===== src/rtl/arb_dds_phase_acc.sv =====
// DDS phase accumulator and waveform-RAM address generator.
// Continuous or triggered-burst stepping; frequency/phase changes land on a waveform wrap.
module arb_dds_phase_acc #(
  parameter int ACC_W  = 32,
  parameter int ADDR_W = 12,
  parameter int CNT_W  = 16
) (
  input  logic              Clock,
  input  logic              Reset,
  input  logic              Enable,
  input  logic              BurstMode,
  input  logic              Trigger,
  input  logic [CNT_W-1:0]  BurstCount,
  input  logic [ACC_W-1:0]  FreqWord,
  input  logic [ADDR_W-1:0] PhaseOff,
  input  logic              CfgLoad,
  output logic              CfgAck,
  output logic [ADDR_W-1:0] Addr,
  output logic              AddrValid,
  output logic              Wrap,
  output logic              Busy
);

  typedef enum logic [1:0] {IDLE, RUN, ARMED, BURST} state_t;

  state_t            state, state_nx;
  logic [ACC_W-1:0]  acc, acc_nx, sum, freq_sh, freq_act;
  logic [ADDR_W-1:0] phase_sh, phase_act;
  logic [CNT_W-1:0]  bcnt, bcnt_nx, bcnt_inc;
  logic              carry, trig_q, trig_rise, running, valid_nx, load_act;

  assign {carry, sum} = {1'b0, acc} + {1'b0, freq_act};
  assign trig_rise    = Trigger & ~trig_q;
  assign running      = (state == RUN) || (state == BURST);
  assign bcnt_inc     = bcnt + CNT_W'(1);
  assign valid_nx     = running & Enable;
  // Increment may only change on a waveform boundary while stepping, so the
  // output never sees a partial cycle at two different rates.
  assign load_act     = ~running | carry;
  assign Busy         = running;

  always_comb begin
    state_nx = state;
    acc_nx   = acc;
    bcnt_nx  = bcnt;
    case (state)
      IDLE:  if (Enable) state_nx = BurstMode ? ARMED : RUN;
      RUN:   acc_nx = sum;
      ARMED: if (trig_rise) begin
        state_nx = BURST;
        bcnt_nx  = '0;
      end
      BURST: begin
        acc_nx = sum;
        if (carry) begin
          bcnt_nx = bcnt_inc;
          if (BurstCount != '0 && bcnt_inc == BurstCount) begin
            state_nx = ARMED;
            acc_nx   = '0;
          end
        end
      end
      default: state_nx = IDLE;
    endcase
    if (!Enable) begin
      state_nx = IDLE;
      acc_nx   = '0;
    end
  end

  always_ff @(posedge Clock or posedge Reset) begin
    if (Reset) begin
      state     <= IDLE;
      acc       <= '0;
      bcnt      <= '0;
      trig_q    <= 1'b0;
      freq_sh   <= '0;
      phase_sh  <= '0;
      freq_act  <= '0;
      phase_act <= '0;
      CfgAck    <= 1'b0;
      Addr      <= '0;
      AddrValid <= 1'b0;
      Wrap      <= 1'b0;
    end else begin
      state  <= state_nx;
      acc    <= acc_nx;
      bcnt   <= bcnt_nx;
      trig_q <= Trigger;
      CfgAck <= CfgLoad;
      if (CfgLoad) begin
        freq_sh  <= FreqWord;
        phase_sh <= PhaseOff;
      end
      // Reads the pre-load shadow, so a load coinciding with a wrap waits a cycle.
      if (load_act) begin
        freq_act  <= freq_sh;
        phase_act <= phase_sh;
      end
      // Addr is parked at 0 whenever it is not a live sample.
      Addr      <= valid_nx ? sum[ACC_W-1 -: ADDR_W] + phase_act : '0;
      AddrValid <= valid_nx;
      Wrap      <= valid_nx & carry;
    end
  end

endmodule


===== config.mk =====
export PLATFORM = sky130hd
export DESIGN_NAME = arb_dds_phase_acc
export DESIGN_NICKNAME = d
export VERILOG_FILES = /design/src/rtl/arb_dds_phase_acc.sv
export SDC_FILE = /design/constraint.sdc
export NUM_CORES = 1
export LEC_CHECK = 0
export BUFFER_PORTS_ARGS = -buffer_cell sky130_fd_sc_hd__buf_2
export CORE_MARGIN = 5
export CORE_UTILIZATION = 64
export CTS_CLUSTER_DIAMETER = 200
export DETAILED_ROUTE_END_ITERATION = 8
export HOLD_SLACK_MARGIN = 0.06
export PLACE_DENSITY = 0.85
export SYNTH_ARGS = -nofsm -noshare
export SYNTH_HDL_FRONTEND = slang
export SYNTH_SLANG_ARGS = --single-unit

===== constraint.sdc =====
create_clock -name Clock -period 9.1 [get_ports Clock]
set_clock_uncertainty 0.05 [all_clocks]
set_input_delay 1.82 -clock Clock [delete_from_list [all_inputs] [get_ports Clock]]
set_output_delay 1.82 -clock Clock [all_outputs]
set_load 0.005 [all_outputs]

=== Word level (Yosys, flattened, before mapping) ===
Cells that the tools add are included.
Widths: inputs -> output; s select.

* Equality and inequality tests: 11
* Reductions and logical operators: 7
* Multiplexer cells: 14
* Add/subtract/negate cells: 3
* Bitwise logic cells: 6

{| class="wikitable"
|+ Operator list
! cell !! number
|-
| $mux 32 || 3
|-
| $pmux 32 s2 || 1
|-
| $add 32x32->33 || 1
|-
| $mux 16 || 2
|-
| $pmux 16 s2 || 1
|-
| $add 16x1->16 const B || 1
|-
| $eq 16x16->1 || 1
|-
| $reduce_bool 16->1 || 1
|-
| $add 12x12->12 || 1
|-
| $mux 12 || 1
|-
| $mux 2 || 5
|-
| $ne 3x3->1 const B || 2
|-
| $pmux 2 s3 || 1
|-
| $eq 2x2->1 const B || 2
|-
| $ne 2x2->1 const B || 2
|-
| $ne 4x1->1 const B || 1
|-
| $reduce_and 4->1 || 1
|-
| $and 1x1->1 || 3
|-
| $ne 3x1->1 const B || 1
|-
| $ne 3x2->1 const B || 1
|-
| $reduce_and 3->1 || 1
|-
| $eq 2x1->1 const B || 1
|-
| $logic_not 2->1 || 1
|-
| $not 1->1 || 2
|-
| other kinds (4) || 4
|}

* Flip-flop bits (word level): 154
* Input bits: 66
* Word-level logic and storage cells: 53
* Output and inout bits: 16

=== Longest topological paths before layout ===
Gate-level depths: netlist of the first run.

* Depth in word-level cells: 7
* Depth in mapped cells: 22
* Mapped depth without buffers: 22

=== Worst setup path after synthesis of the first run ===
OpenSTA, ideal clock, no wires.

* Kind: flip-flop to flip-flop
* From: register acc[0]
* To: register Addr[10]
* Required time: 8.918 ns
* Arrival time: 3.862 ns
* Library setup time: 0.132 ns
* Buffers on the path: 0
* Setup slack: 5.057 ns
* Cell stages (with the launch flop): 23
* Clock period less this slack: 4.043 ns
* Cells stage by stage: dfrtp_1 -> ha_1 -> inv_1 -> fa_1 -> nand2b_1 -> a21oi_2 -> o2111ai_2 -> and2_2 -> o21bai_1 -> a31oi_1 -> xnor2_1 -> ha_1 -> inv_1 -> fa_1 -> nor2b_1 -> o21ai_0 -> nand2b_1 -> a21oi_1 -> o21bai_1 -> a31oi_1 -> o21ai_0 -> xnor2_1 -> nor2_1

* Cells in the longest elaborated chain, start to end: 3

{| class="wikitable"
|+ RTL lines
! element !! line !! source
|-
| start: declaration || 27 || <nowiki>logic [ACC_W-1:0] acc, acc_nx, sum, freq_sh, freq_act;</nowiki>
|-
| start signal: assignment || 87 || <nowiki>acc <= acc_nx;</nowiki>
|-
| $add 32x32->33 || 32 || <nowiki>assign {carry, sum} = {1'b0, acc} + {1'b0, freq_act};</nowiki>
|-
| $add 12x12->12 || 101 || <nowiki>Addr <= valid_nx ? sum[ACC_W-1 -: ADDR_W] + phase_act : '0;</nowiki>
|-
| $mux 12 || 101 ||
|-
| end signal: assignment || 101 ||
|-
| end: declaration || 18 || <nowiki>output logic [ADDR_W-1:0] Addr,</nowiki>
|}

No other way between the ends.
A chain may end at the register's enable or synchronous reset.

=== Worst setup path in the final report of the first run ===
* From: register freq_act[0]
* To: register Addr[10]

* Cells in the longest elaborated chain, start to end: 3

{| class="wikitable"
|+ RTL lines
! element !! line !! source
|-
| start: declaration || 27 ||
|-
| start signal: assignment || 97 || <nowiki>freq_act <= freq_sh;</nowiki>
|-
| $add 32x32->33 || 32 ||
|-
| $add 12x12->12 || 101 ||
|-
| $mux 12 || 101 ||
|}

No other way between the ends.

==> results of run 1 <==
kinds of logic after synthesis:
logic type	Yosys count	share of synthesized area, %
multiplexers	100	13.15
buffers and inverters	54	3.113
AO/OA/AOI/OAI	175	15.09
XOR/XNOR	51	5.293
AND/OR/NAND/NOR	175	10.69
adder cells (fa/ha/maj)	46	6.998
flip-flops	154	45.66
cells in the mapped netlist, drive strengths merged, types with 4 or more instances:
| cell | number | area, sq um |
|---|---|---|
| a211oi | 10 | 85.08 |
| a21o | 12 | 90.09 |
| a21oi | 43 | 234.0 |
| a22o | 26 | 227.7 |
| a31oi | 6 | 37.54 |
| a32o | 7 | 72.57 |
| and2 | 5 | 32.53 |
| and3 | 10 | 62.56 |
| buf | 18 | 120.1 |
| clkbuf | 14 | 55.05 |
| dfrtp | 154 | 3854 |
| ha | 44 | 550.5 |
| inv | 21 | 78.83 |
| mux2 | 87 | 979.7 |
| mux2i | 13 | 130.1 |
| nand2 | 41 | 156.4 |
| nand2b | 14 | 87.58 |
| nand3 | 15 | 75.07 |
| nand4 | 14 | 87.58 |
| nor2 | 34 | 127.6 |
| nor2b | 12 | 75.07 |
| nor3 | 11 | 55.05 |
| nor4 | 5 | 31.28 |
| o211ai | 4 | 30.03 |
| o21a | 5 | 37.54 |
| o21ai | 31 | 155.1 |
| o21bai | 5 | 37.54 |
| o31ai | 4 | 30.03 |
| or3 | 8 | 62.55 |
| xnor2 | 34 | 297.8 |
| xor2 | 17 | 148.9 |
worst min path at each step:
stage,start,endpoint,slack (ps),cells past startpoint
2_1_floorplan,freq_sh[1],freq_act[1],400,2
3_3_place_gp,phase_sh[7],phase_act[7],420,1
3_5_place_dp,freq_sh[7],freq_act[7],430,1
4_1_cts,freq_sh[7],freq_act[7],440,1
5_1_grt,freq_sh[17],freq_act[17],460,1
6_report,freq_sh[7],freq_act[7],440,1
cell type report:
| type | count | share of cell area [%] |
|---|---|---|
| clock inverters | 11 | 1.279 |
| clock buffers | 21 | 4.747 |
| repair buffers | 84 | 4.510 |
| well taps | 176 | 2.321 |
| multi-input cells | 547 | 45.64 |
| flip-flops and latches | 154 | 40.62 |
| inverters | 21 | 0.8836 |
registers in the layout, indices dropped and copies added (netlist names):
| signal | cells |
|---|---|
| bcnt | 16 |
| AddrValid | 1 |
| phase_act | 12 |
| phase_sh | 12 |
| state | 2 |
| acc | 32 |
| freq_act | 32 |
| trig_q | 1 |
| Wrap | 1 |
| CfgAck | 1 |
| Addr | 12 |
| freq_sh | 32 |
through the flow:
stage	cell area, sq um	total power [mW]	cells	setup WS [ps]
global placement	8916	2.684	982	4703
CTS	9488	3.535	1014	4360
detailed placement	8916	2.812	982	4413
floorplan	8439	2.423	755	3080
finish	9488	3.536	1014	4286
global route	9488	3.806	1014	4014
power by group through the flow:
stage | Combinational, mW | Sequential (mW) | Clock [mW]
after floorplan | 1.43 | 0.990 | 0
after global placement | 1.64 | 1.04 | 0
after detailed placement | 1.76 | 1.05 | 0
after CTS | 1.79 | 1.05 | 0.695
after global routing | 2.00 | 1.07 | 0.731
final | 1.80 | 1.05 | 0.686
metal layers:
metal	share of wire [%]	global-route usage (%)
met1	42	31.69
met2	49	40.36
met3	6.0	5.918
met4	2.8	9.247
met5	0	0
==> flow_summary.json, run 1 <==
{
  "num_vias": 6237,
  "swShare_pct": 40.66,
  "layout_commonest_cell": "dfrtp_1",
  "syn_to_final_growth_pct": 12.42,
  "fin_crit_sh_pct": 52.91,
  "fin_crit_ps": 4814,
  "ant_nets": 0,
  "firstDrtPassIters": 5,
  "drc": 0,
  "grt_pass1_vias": 6376,
  "final_util_pct": 72.51,
  "synth_nets": 867,
  "clockBufferDepth": 2,
  "achievable-frequency_mhz": 207.7,
  "grt_pass1_wl_um": 31460,
  "viasPerCell": 6.151,
  "regToRegEndpoint": "Addr[10]",
  "multi_input_area_sq_mm": 0.004330,
  "crit_type": "register to register",
  "cts_buffers": 17,
  "clockRootBuffer": "clkbuf_16",
  "fin_tns_setup_ps": 0,
  "cts_resized": 0,
  "holdBufCountCts": 0,
  "layout-drive-gt1-share_pct": 22.32,
  "yosysSeqAreaShare_pct": 45.66,
  "critPathTopFamily": "compound AO/OA/AOI/OAI gates",
  "routedWlPerCell_um": 18.35,
  "syn_inst": 755,
  "n_antenna_cell": 0,
  "core_area_sq_mm": 0.01309,
  "p_comb_share_pct": 51.0,
  "cp.arrival_ps": 5050,
  "start_util_pct": 64.50,
  "power.switching_mw": 1.438,
  "io_buffer_count": 81,
  "maxCapViolations": 0,
  "critPathLaunch": "freq_act[0]",
  "r2r_cells": 22,
  "path_depth": 22,
  "die_h_um": 124.8,
  "synth-seq-cells": 154,
  "cts_sinks": 154,
  "crit_chain": "ha_1 -> inv_1 -> fa_1 -> nand2b_1 -> a21oi_2 -> o2111ai_2 -> and2_2 -> o21bai_1 -> a31oi_1 -> xnor2_1 -> ha_1 -> inv_1 -> fa_1 -> nor2b_1 -> o21ai_0 -> nand2b_1 -> a21oi_1 -> o21bai_1 -> a31oi_1 -> o21ai_0 -> xnor2_1 -> nor2_1",
  "startpoint_type": "register",
  "hp-class": "register to register",
  "final_cell_mix": "dfrtp_1 (154), buf_2 (81), mux2_2 (51)",
  "outcome": "finished clean",
  "cts_tree": "built",
  "synth_cell_types": 70,
  "cell_internal_pwr_mw": 2.098,
  "final_nets": 937,
  "slew_headroom_pct": 28.68,
  "max_stage_delay_ps": 380,
  "end_kind": "register",
  "routed_wl_um": 18610,
  "slew_viol_final": 0,
  "place_hpwl_um": 13010,
  "synth.cell_area_sq_mm": 0.008439,
  "drtIter0Drc": 505,
  "syn_avg_cell_area_sq_um": 11.18,
  "timing.rr.start": "freq_act[0]",
  "powerDensity_mw_per_mm2": 372.7,
  "path_max_fanout": 4,
  "timing.reg2reg.setup_slack_ps": 4290,
  "rsz0062_at_grt": "false",
  "ir_worst_vdd_uv": 204.4,
  "ys.warnings.count": 0,
  "antenna_found_initial": 0,
  "fillers": 887,
  "tightest_slew_ps": 1070,
  "p_leak_nw": 4.436,
  "dieArea_sq_mm": 0.01558,
  "die_w_um": 124.8,
  "htreeDepth": 4,
  "clkSlewWorstSetupHoldPaths_ps": 60,
  "synth_flop_cell": "dfrtp_1",
  "crit_end": "Addr[10]",
  "post_cts_buffers": 0,
  "seq_power_share_pct": 29.6,
  "cp_num_buf_inv": 2,
  "seqCellArea_sq_mm": 0.003854,
  "slowest_stage": "fa_1",
  "fin_hold_ws_ps": 438.9,
  "pwr-share-clk_pct": 19.4,
  "async_flop_share_pct": 100.0,
  "ios": 82,
  "grt-ovfl-total": 0,
  "grt_max_degree": 79,
  "fp-row-count": 42,
  "place.gp.congestion": 0.9581,
  "hold_violations": 0,
  "synth_edf_count": 0,
  "worstPathRequired_ps": 9340,
  "insertion_delay_ps": 430,
  "setup_viol": 0,
  "grtUsageTotal_pct": 24.54
}
Note: power is estimated with default switching activity, not from simulation.
==> run 2: changes to the inputs <==
CORE_UTILIZATION = 60   (was 64)
PLACE_DENSITY = 0.81   (was 0.85)
clock period = 4.6 ns   (was 9.1 ns; I/O delays follow)
==> run 2 against run 1 <==
  * Hold slack is essentially flat
  * Cell count grew 0.99%
  * Critical path type unchanged
  * Sequential power grew 97%
==> flow_summary.json, run 2 (synthesis results as in run 1) <==
{
  "die_w_um": 128.6,
  "rsz0062_at_grt": "false",
  "clockBufferDepth": 2,
  "setup_viol": 0,
  "end_kind": "register",
  "firstDrtPassIters": 5,
  "fin_crit_ps": 4330,
  "die_h_um": 128.6,
  "achievable-frequency_mhz": 231.0,
  "ant_nets": 0,
  "place_hpwl_um": 12940,
  "num_vias": 6202,
  "fin_ws_ps": 270.4,
  "fin_crit_sh_pct": 94.12,
  "grt_max_degree": 155,
  "tightest_slew_ps": 1053,
  "maxCapViolations": 0,
  "worstPathRequired_ps": 4840,
  "clkSlewWorstSetupHoldPaths_ps": 70,
  "p_leak_nw": 4.479,
  "slew_headroom_pct": 29.82,
  "syn_to_final_growth_pct": 13.94,
  "routed_wl_um": 18480,
  "cts_tree": "built",
  "drtIter0Drc": 474,
  "clockRootBuffer": "clkbuf_16",
  "layout_commonest_cell": "dfrtp_1",
  "ios": 82,
  "cp.arrival_ps": 4570,
  "grt_pass1_wl_um": 30610,
  "grt_pass1_vias": 6348,
  "hp-class": "register to register",
  "final_cell_mix": "dfrtp_1 (154), buf_2 (81), mux2_2 (51)",
  "fin_tns_setup_ps": 0,
  "viasPerCell": 6.057,
  "insertion_delay_ps": 430,
  "path_max_fanout": 7,
  "routedWlPerCell_um": 18.05,
  "final_util_pct": 69.54,
  "io_buffer_count": 81,
  "antenna_found_initial": 0,
  "final_nets": 943,
  "place.gp.congestion": 0.9042,
  "cts_buffers": 17,
  "core_area_sq_mm": 0.01383,
  "drc": 0,
  "layout-drive-gt1-share_pct": 24.29,
  "fp-row-count": 43,
  "htreeDepth": 4,
  "crit_type": "register to register",
  "ir_worst_vdd_uv": 387.0,
  "hold_violations": 0,
  "grt-ovfl-total": 0,
  "n_antenna_cell": 0,
  "dieArea_sq_mm": 0.01654,
  "reg.largest.list": "acc x32, freq_act x32, freq_sh x32",
  "startpoint_type": "register",
  "slew_viol_final": 0,
  "start_util_pct": 61.04,
  "grtUsageTotal_pct": 23.24,
  "outcome": "finished clean",
  "powerDensity_mw_per_mm2": 736.5,
  "pre_cts_ws_ps": -19.49,
  "cts_sinks": 154
}
==> run 2: changes by cell type in the layout (fill, tap and decap cells not counted), sizes merged <==
cell      delta
buf          +6
bufinv       -2
clkinvlp     +3
clkbuf       -3
clkinv       -1
inv          +3
==> run 2: timing repair <==
action | in CTS | in global routing
setup endpoints to repair | 1 | 5
pin swaps | 2 | 6
hold buffers | 0 | 0
buffers inserted | 1 | 4
gates resized for setup | 1 | 14
==> run 2: final timing paths <==
check,startpoint,end,slack (ps),cells after the start
max,acc[5],Addr[10],270,20
min in group asynchronous,Reset,phase_sh[8],670,3
max reg2reg,acc[5],Addr[10],270,20
min,freq_sh[24],freq_act[24],440,1
min reg2reg,freq_sh[24],freq_act[24],440,1
max in group asynchronous,Reset,CfgAck,3200,3
==> run 2: final cells by class <==
class                           instances  area [sq um]
Fill cell                             973          4212
Clock buffer                           18         439.2
Inverter                               21         82.58
Clock inverter                         14         113.9
Multi-Input combinational cell        547          4403
Timing Repair Buffer                   90         498.0
Sequential cell                       154          3854
Tap cell                              180         225.2
==> run 2: stage by stage <==
step           total power, mW  hold slack [ps]  cells  instance area (sq um)
3_5_place_dp             5.581            424.9    987                   8952
3_3_place_gp             5.390            419.3    987                   8952
2_1_floorplan            4.794            396.0    755                   8443
4_1_cts                  6.937            445.7   1020                   9517
5_1_grt                  7.627            463.9   1024                   9615
6_report                 7.082            439.3   1024                   9615
==> run 2: layer usage <==
| layer | share of wire [%] | track usage (%) | vias up |
|---|---|---|---|
| met5 | 0 | 0 | - |
| met4 | 1.9 | 7.597 | 0 |
| met3 | 5.9 | 6.061 | 34 |
| met2 | 50 | 39.01 | 187 |
| met1 | 42 | 29.54 | 3052 |
| li1 | - | - | 2929 |
==> run 2: report_power, final <==
group	switching, mW	internal [mW]	total (mW)
sequential	0.309	1.76	2.07
clock	0.587	0.712	1.30
combinational	2.03	1.68	3.71
total	2.93	4.15	7.08
==> run 2: worst max-delay path, stage by stage (launching register included) <==
cell	delay [ps]
dfrtp_1	380
ha_1	390
a21o_1	230
or3_4	360
o2111ai_4	220
and2_4	200
o21bai_4	80
a31oi_1	190
xnor2_1	210
ha_2	250
inv_1	60
fa_1	380
nor2b_1	150
o21ai_0	100
nand2b_1	120
a21oi_1	80
o21bai_1	220
a31oi_1	160
o21ai_1	170
xnor2_1	140
nor2_1	70
==> run 3: changes to the inputs <==
PLACE_DENSITY = 0.77   (was 0.81)
==> run 3 against run 2 <==
  * Critical path depth grew 2
  * Critical path type unchanged
  * First-iteration DRC count fell by 30%
  * Global-route usage fell by 1.0 points
  * Combinational power is 3% lower
==> flow_summary.json, run 3 (synthesis results as in run 1) <==
{
  "outcome": "finished clean",
  "grt_pass1_wl_um": 29610,
  "ios": 82,
  "cp.arrival_ps": 4580,
  "clkSlewWorstSetupHoldPaths_ps": 60,
  "grt_pass1_vias": 6152,
  "clockRootBuffer": "clkbuf_16",
  "place.gp.congestion": 0.9292,
  "drtIter0Drc": 334,
  "die_w_um": 128.6,
  "layout-drive-gt1-share_pct": 23.45,
  "io_buffer_count": 81,
  "routedWlPerCell_um": 17.48,
  "antenna_found_initial": 0,
  "place_hpwl_um": 12700,
  "dieArea_sq_mm": 0.01654,
  "tightest_slew_ps": 1006,
  "start_util_pct": 61.04,
  "fillers": 1011,
  "startpoint_type": "register",
  "timing.rr.start": "acc[0]",
  "slew_headroom_pct": 32.95,
  "fin_hold_ws_ps": 403.9,
  "multi_input_area_sq_mm": 0.004388,
  "grtUsageTotal_pct": 22.22,
  "n_antenna_cell": 0,
  "r2r_cells": 22,
  "ir_worst_vdd_uv": 554.3,
  "final_util_pct": 69.62,
  "drc": 0,
  "hp-class": "input port to asynchronous set/reset pin",
  "core_area_sq_mm": 0.01383,
  "setup_viol": 0,
  "grt-ovfl-total": 0,
  "final_nets": 941,
  "final_area_sq_mm": 0.009627,
  "end_kind": "register",
  "worstPathRequired_ps": 4830,
  "layout_commonest_cell": "dfrtp_1",
  "insertion_delay_ps": 420,
  "seqCellArea_sq_mm": 0.003854,
  "firstDrtPassIters": 5,
  "slew_viol_final": 0,
  "reg.largest.list": "acc x32, freq_act x32, freq_sh x32",
  "powerDensity_mw_per_mm2": 737.4,
  "regToRegEndpoint": "Addr[10]",
  "achievable-frequency_mhz": 229.9,
  "placed_cell_area_sq_mm": 0.008960,
  "routed_wl_um": 17830,
  "fin_tns_setup_ps": 0,
  "die_h_um": 128.6,
  "cts_tree": "built",
  "grt_max_degree": 100,
  "maxCapViolations": 0,
  "p_leak_nw": 4.508,
  "viasPerCell": 5.963,
  "cts_sinks": 154,
  "fp-row-count": 43,
  "crit_type": "register to register",
  "cts_buffers": 17,
  "fin_crit_sh_pct": 94.57,
  "num_vias": 6082,
  "rsz0062_at_grt": "false",
  "htreeDepth": 4,
  "hold_violations": 0,
  "ant_nets": 0,
  "fin_crit_ps": 4350,
  "path_max_fanout": 3,
  "syn_to_final_growth_pct": 14.07,
  "clockBufferDepth": 2,
  "final_cell_mix": "dfrtp_1 (154), buf_2 (81), mux2_2 (51)",
  "timing.reg2reg.setup_slack_ps": 250
}
## run 3: cell types whose count changed in the layout (fill, tap and decap cells not counted), moves of 2 or more
| cell | before | now |
|---|---|---|
| buf_4 | 7 | 5 |
| bufinv_16 | 0 | 3 |
| clkbuf_1 | 0 | 3 |
| clkbuf_8 | 1 | 3 |
| clkinv_2 | 0 | 2 |
| clkinvlp_4 | 8 | 2 |
| inv_6 | 5 | 0 |
## run 3: critical path: stages (launching register included)
cell and delay [ps]:
dfrtp_1 360, ha_1 190, inv_1 60, fa_1 410
nand2b_4 180, a21oi_4 150, o2111ai_2 160, and2_2 260
o21bai_4 180, a31oi_2 130, xnor2_2 230, ha_2 240
inv_1 60, fa_1 400, nor2b_2 140, o21ai_0 80
nand2b_1 110, a21oi_1 80, o21bai_1 210, a31oi_1 150
o21ai_1 190, xnor2_1 140, nor2_1 60
## run 3: worst max-delay path by stage
stage                      start  endpoint  slack (ps)  cells past startpoint
after floorplan           acc[0]  Addr[10]         560                     22
after global placement    acc[0]  Addr[10]         160                     22
after detailed placement  acc[0]  Addr[10]         -80                     22
after CTS                 acc[0]  Addr[10]          50                     22
after global routing      acc[0]  Addr[10]           3                     22
final                     acc[0]  Addr[10]         250                     22
## run 3: through the flow
step / worst slack [ps] / std cells / power (mW)
floorplan: 556.5 / 755 / 4.794
global placement: 163.0 / 988 / 5.367
detailed placement: -82.54 / 988 / 5.541
CTS: 49.01 / 1020 / 7.037
global route: 3.276 / 1020 / 7.609
finish: 249.6 / 1020 / 7.099
## run 3: timing repair
item                                    CTS  global route
endpoints found under the setup margin    1             4
setup buffers                             2             0
pin swaps                                 3             3
resized for setup                         3             8
hold buffers                              0             0
cloned                                    0             0
## run 3: final cells by class
cell class,instances,area share [%]
well taps,180,2.339
clock inverters,7,1.209
multi-input cells,547,45.58
inverters,21,0.8578
clock buffers,23,4.965
repair buffers,88,5.017
flip-flops and latches,154,40.03
## run 3: where the power goes
group          internal (mW)  total (mW)  switching (mW)  leakage (nW)
Combinational           1.64        3.61            1.97          2.32
Sequential              1.76        2.07           0.306          1.90
Clock                  0.890        1.42           0.529         0.289
Total                   4.29        7.10            2.81          4.51
## run 3: metal layers
layer	share of wire, %	track usage (%)
met5	0	0
met4	1.0	6.485
met3	4.7	4.608
met2	48	35.83
met1	46	30.66
